--- src/rtl/my_sub_module.sv ---
// Registered subtractor: recovers a = c - b from a (W+1)-bit sum and a W-bit operand.
// Optional pop/error statistics counters are built in when MY_SUB_STATS_EN is defined.

package my_package;
    localparam int my_width = 8;
endpackage

module my_sub_module #(
    parameter int W = my_package::my_width
) (
    input  logic         clock,
    input  logic         reset,
    input  logic         in_valid,
    output logic         in_ready,
    input  logic [W:0]   c,
    input  logic [W-1:0] b,
    output logic         out_valid,
    input  logic         out_ready,
    output logic [W-1:0] a,
    output logic         err
`ifdef MY_SUB_STATS_EN
    ,
    output logic [15:0]  xfer_count,
    output logic [15:0]  err_count
`endif
);

    logic [W+1:0] diff;
    logic         underflow;
    logic         overflow;
    logic         result_err;

    logic [W-1:0] entry_a_reg   [2];
    logic         entry_err_reg [2];
    logic         rd_ptr_reg;
    logic         wr_ptr_reg;
    logic [1:0]   count_reg;
    logic [1:0]   count_next;
    logic         in_ready_reg;

    logic         accept;
    logic         pop;

    // Two guard bits: bit W+1 is the borrow, bit W catches results too wide for W bits.
    assign diff       = {1'b0, c} - {2'b00, b};
    assign underflow  = diff[W+1];
    assign overflow   = !underflow && diff[W];
    assign result_err = underflow | overflow;

    assign accept = in_valid && in_ready_reg;
    assign pop    = out_valid && out_ready;

    always_comb begin
        count_next = count_reg;
        case ({accept, pop})
            2'b10:   count_next = count_reg + 2'd1;
            2'b01:   count_next = count_reg - 2'd1;
            default: count_next = count_reg;
        endcase
    end

    always_ff @(posedge clock or negedge reset) begin
        if (!reset) begin
            rd_ptr_reg   <= 1'b0;
            wr_ptr_reg   <= 1'b0;
            count_reg    <= 2'd0;
            in_ready_reg <= 1'b0;
        end else begin
            count_reg    <= count_next;
            // Ready comes from the next occupancy, so it never depends on out_ready combinationally.
            in_ready_reg <= (count_next != 2'd2);
            if (accept) begin
                wr_ptr_reg <= ~wr_ptr_reg;
            end
            if (pop) begin
                rd_ptr_reg <= ~rd_ptr_reg;
            end
        end
    end

    always_ff @(posedge clock or negedge reset) begin
        if (!reset) begin
            for (int i = 0; i < 2; i++) begin
                entry_a_reg[i]   <= '0;
                entry_err_reg[i] <= 1'b0;
            end
        end else if (accept) begin
            entry_a_reg[wr_ptr_reg]   <= diff[W-1:0];
            entry_err_reg[wr_ptr_reg] <= result_err;
        end
    end

    assign in_ready  = in_ready_reg;
    assign out_valid = (count_reg != 2'd0);
    assign a         = entry_a_reg[rd_ptr_reg];
    assign err       = entry_err_reg[rd_ptr_reg];

`ifdef MY_SUB_STATS_EN
    logic [15:0] xfer_count_reg;
    logic [15:0] err_count_reg;

    always_ff @(posedge clock or negedge reset) begin
        if (!reset) begin
            xfer_count_reg <= 16'd0;
            err_count_reg  <= 16'd0;
        end else if (pop) begin
            if (xfer_count_reg != 16'hFFFF) begin
                xfer_count_reg <= xfer_count_reg + 16'd1;
            end
            if (err && (err_count_reg != 16'hFFFF)) begin
                err_count_reg <= err_count_reg + 16'd1;
            end
        end
    end

    assign xfer_count = xfer_count_reg;
    assign err_count  = err_count_reg;
`endif

endmodule

--- config.mk ---
export PLATFORM = sky130hd
export DESIGN_NAME = my_sub_module
export DESIGN_NICKNAME = d
export VERILOG_FILES = /design/src/rtl/my_sub_module.sv
export SDC_FILE = /design/constraint.sdc
export NUM_CORES = 1
export LEC_CHECK = 0
export BUFFER_PORTS_ARGS = -buffer_cell sky130_fd_sc_hd__buf_4
export CAP_MARGIN = 40
export CORE_MARGIN = 4
export CORE_UTILIZATION = 45
export CTS_CLUSTER_SIZE = 40
export DETAILED_ROUTE_END_ITERATION = 6
export PLACE_DENSITY_LB_ADDON = 0.12
export REMOVE_ABC_BUFFERS = 1
export SLEW_MARGIN = 20
export SYNTH_ARGS = -nofsm -noshare
export SYNTH_HDL_FRONTEND = slang
export SYNTH_SLANG_ARGS = --single-unit
export TNS_END_PERCENT = 100
--- constraint.sdc ---
create_clock -name clock -period 1.7 [get_ports clock]
set_clock_uncertainty 0.1 [all_clocks]
set_input_delay 0.17 -clock clock [delete_from_list [all_inputs] [get_ports clock]]
set_output_delay 0.17 -clock clock [all_outputs]
set_load 0.005 [all_outputs]
Yosys cells after proc, flatten, opt, wreduce, memory -nomap -nowiden. Cells that the tools add are included.

Bits in registers: 23. Input bits: 21. Output and inout bits: 11.

Add/sub/neg operators: 3. $lt $le $gt $ge: 3. Equality and inequality tests: 3. Mux-type cells: 13. Bitwise logic cells: 5. Reductions and logical operators: 6.

Operators with widths (count): 2-to-1 mux 8 bit (4); bitwise mux 16 bit (1); subtractor 9 x 8 -> 10 bit (1); demux 8 bit (select 1 bit) (1); greater-or-equal comparator 2 bit, second input constant (2); logical AND 1 bit (4); 2-to-1 mux 1 bit (4); inverter 1 -> 2 bit (2); case mux 2 bit (2 select lines) (1); adder 2 x 1 -> 2 bit, second input constant (1); bitwise mux 2 bit (1); == test 2 x 1 -> 1 bit, second input constant (1); == test 2 bit, second input constant (1); < comparator 2 x 1 -> 1 bit, second input constant (1); != test 2 bit, second input constant (1); inverter 1 bit (2); nonzero test 2 bit (1); subtractor 2 x 1 -> 2 bit, second input constant (1); demux 1 bit (select 1 bit) (1); logical NOT 1 bit (1); OR 1 bit (1).

Logic depth before layout (Yosys ltp).
Depth in word-level cells: 6. Depth in mapped cells: 8. Gate-level depth less buffers: 8.

Worst setup path after synthesis. No wires, ideal clock.

Path type: input-to-reg. Start: in c[0]. End: reg entry_err_reg[0] (netlist name). Arrival time: 1.614 ns. Data required time: 1.518 ns. Setup slack: -0.096 ns. Stages: 8. Path buffers: 0. Cells stage by stage: inv_1 -> ha_1 -> fa_1 -> nor2b_1 -> o31ai_1 -> o21ai_0 -> o221ai_1 -> a31oi_1.

Word-level cells in the longest chain between the ends: 5.

RTL lines: start, declared (RTL line 15) `input logic [W:0] c,`; subtractor 9 x 8 -> 10 bit * (RTL line 45) `assign diff = {1'b0, c} - {2'b00, b};`; logical NOT 1 bit (RTL line 47) `assign overflow = !underflow && diff[W];`; logical AND 1 bit (RTL line 47); OR 1 bit * (RTL line 48) `assign result_err = underflow | overflow;`; bitwise mux 2 bit * (RTL line 89) `entry_err_reg[wr_ptr_reg] <= result_err;`; end signal, assigned by index (RTL line 89); end, declared (RTL line 34) `logic entry_err_reg [2];`.

Every way passes the cells marked *; elsewhere a longest branch is shown, timed or not. A chain may end at the register's enable or synchronous reset.

Worst setup path after layout.
Start: reg rd_ptr_reg. End: out err.

Word-level cells in the longest chain between the ends: 4.

RTL lines: start, declared (RTL line 35) `logic rd_ptr_reg;`; start signal, assigned (RTL line 76) `rd_ptr_reg <= ~rd_ptr_reg;`; inverter 1 -> 2 bit (implied by the code) (RTL line 96) `assign err = entry_err_reg[rd_ptr_reg];`; 2-to-1 mux 1 bit (implied by the code) (3 in a row) (RTL line 96); end, declared (RTL line 20) `output logic err`.

No other way between the ends. The select of a mux whose other input is x is not followed.

==> run metrics <==
Final period util=95.8%; met2 usage=26.7%; FF-to-FF End=in_ready; max reg flops=16; crit path time final=1.63 ns; crit-path max FO=10; Netlist cell types=29; Critical R2R Launch=count_reg[0]; DRT antenna net count=0; # rows=19; Max Clk Rate=614 MHz; CTS tree=built; CP Cell Sequence=mux2_2 -> buf_4; DPL Wire Length=2.12 mm; Setup crit end kind=output pin; Arr. time, crit path=1.36 ns; Worst Tran Pin Value=0.339 ns; VDD IR-drop max=468 uV; Worst Hold Depth=3; power per cell area=1410 nW/um^2; Crit-path slowest cell=dfrtp_2; fin cells=222; Worst R2R Path Depth=7; Via density=5.16; Syn Inst Count=147; met3 usage=1.60%; hold_ws=0.0793 ns; Worst EP required=1.43 ns; GR Layer Usage met1=18.9%; clk buf depth=2; Core Footprint=2830 um^2; register clock-pin slew on the reported worst setup and hold paths=0.12 ns; leak pwr=0.897 nW; PortBufs=31; vias in the first global route=1208; register area share after synthesis=42.1%; WS Path Type=reg2out; top-area cell type share of the netlist area=42.1%; Post-Route WL=2.67 mm; hold path endpoint=entry_err_reg[0]; nets@finish=223; RSZ-0062 raised after global routing=true; ratio of cells with drive above 1 in the final layout=33.5%; Synth area leaders=dfrtp_1 (42%), ha_1 (8.2%), nand2_1 (7.7%); antenna violations before repair=0; Max Slew Vio Count=0; gr ovfl total=0; Area Overhead vs Synth=29.7%; GRT Total Usage=15.2%; min-delay src=c[8]; Rel. slew slack=77.2%; post-place setup slack=-0.254 ns; starting density of the core=48.3%; DR WL/cell=12.0 um; Num CTS Buffers=3; Yosys top cell by area=dfrtp_1; delay-heaviest family, CP=flip-flops; largest net degree at the start of global routing=24; IO Pins=32; setup TNS=0 ns; CTS sink cnt=23; commonest cells after routing, fill and taps aside=buf_4 (43), nand2_1 (28), dfrtp_1 (22), o21ai_0 (14), inv_1 (13); worst min path class=in2reg; syn avg cell area=9.30 um^2; Mapped Area=1370 um^2; YS warnings=0; global-route wire length before repair=4.94 mm; number of synthesized register bits=23; DR DRC count=0; Final WS setup=0.0721 ns; dpl cells=215; H-tree depth=1; initial drt markers=40; Pre-antenna DRT Iters=4; CP max stage delay=0.54 ns; crit path buf inv count=1; root buf cell=clkbuf_4; most common cell after layout, fill and taps aside=buf_4; final hold vios=0; RePlAce Congestion=0.820; # setup viols final=0; Die Ht=63.1 um; R2R setup slack=0.09 ns; via count=1146; grt peak-use layer=met2; Max Cap Viol=0; CP Launch Type=flop; Post-DP Area=1700 um^2; diode count=0; Pwr Total=2.51 mW; status=finished clean; Clock Latency Late Sink=0.30 ns; die width=63.1 um; Final Util=62.7%; die area=3980 um^2; Final Cell Area=1770 um^2
-- routing by layer --
metal / wire length [um] / up-vias / share of wire [%]
li1: - / 587 / -
met2: 1350 / 24 / 51
met3: 69 / 3 / 2.6
met1: 1230 / 532 / 46
met4: 19 / 0 / 0.71
met5: 0 / - / 0
-- report_power, final --
group          total, mW  internal (mW)  switching [mW]
registers          0.993          0.815           0.179
logic               1.26          0.749           0.516
clock network      0.247         0.0915           0.156
-- what timing repair did --
item,in CTS,in global routing
hold buffers,1,0
resized for setup,4,3
hold endpoints to repair,23,0
pin swaps,2,3
cloned,0,0
setup buffers,1,1
setup endpoints to repair,11,4
-- kinds of logic after synthesis --
kind of cell	Yosys count	share of synthesized area [%]
adder cells (fa/ha/maj)	10	9.70
flip-flops	23	42.1
XOR/XNOR	7	4.48
AO/OA/AOI/OAI	32	15.4
multiplexers	9	7.41
buffers and inverters	17	4.67
AND/OR/NAND/NOR	49	16.3
-- cell usage after synthesis --
| cell type | number |
|---|---|
| nor2_1 | 5 |
| a221oi_2 | 1 |
| a31oi_1 | 2 |
| and3_1 | 3 |
| o211ai_1 | 1 |
| nor3_1 | 1 |
| inv_1 | 13 |
| o21a_1 | 2 |
| nor2b_1 | 4 |
| nand2b_1 | 2 |
| clkbuf_1 | 4 |
| a211oi_1 | 1 |
| a21oi_1 | 1 |
| a21o_1 | 2 |
| o31ai_1 | 5 |
| xnor2_1 | 4 |
| fa_1 | 1 |
| a21boi_0 | 1 |
| o21ai_0 | 14 |
| ha_1 | 9 |
| xor2_1 | 3 |
| nand3_1 | 2 |
| dfrtp_1 | 23 |
| mux2_2 | 9 |
| and2_4 | 1 |
| and2_1 | 1 |
| or2_2 | 2 |
| o221ai_1 | 2 |
| nand2_1 | 28 |
-- worst max path at each step --
stage | startpoint | end | slack, ns | depth (start not counted)
final | rd_ptr_reg | err | 0.07 | 2
after global routing | count_reg[0] | in_ready | -0.01 | 7
after CTS | count_reg[0] | in_ready | 0.01 | 7
after detailed placement | b[0] | entry_err_reg[0] | -0.25 | 9
after global placement | b[0] | entry_a_reg[14] | -0.18 | 8
after floorplan | c[0] | entry_err_reg[0] | -0.1 | 8
-- worst reg2reg max path: cells and delay by family, from the launching register on --
family / cells / cell delay [ns]
fa+ha+maj: 1 / 0.15
flops: 1 / 0.40
simple gates: 4 / 0.57
xor+xnor: 2 / 0.30
-- area by class of cell --
type | count | area (um^2)
Fill cell | 266 | 1050
Multi-Input combinational cell | 107 | 751
Sequential cell | 23 | 577
Timing Repair Buffer | 44 | 333
Inverter | 13 | 48.8
Tap cell | 31 | 38.8
Clock buffer | 4 | 26.3
Note: power is estimated with default switching activity, not from simulation.
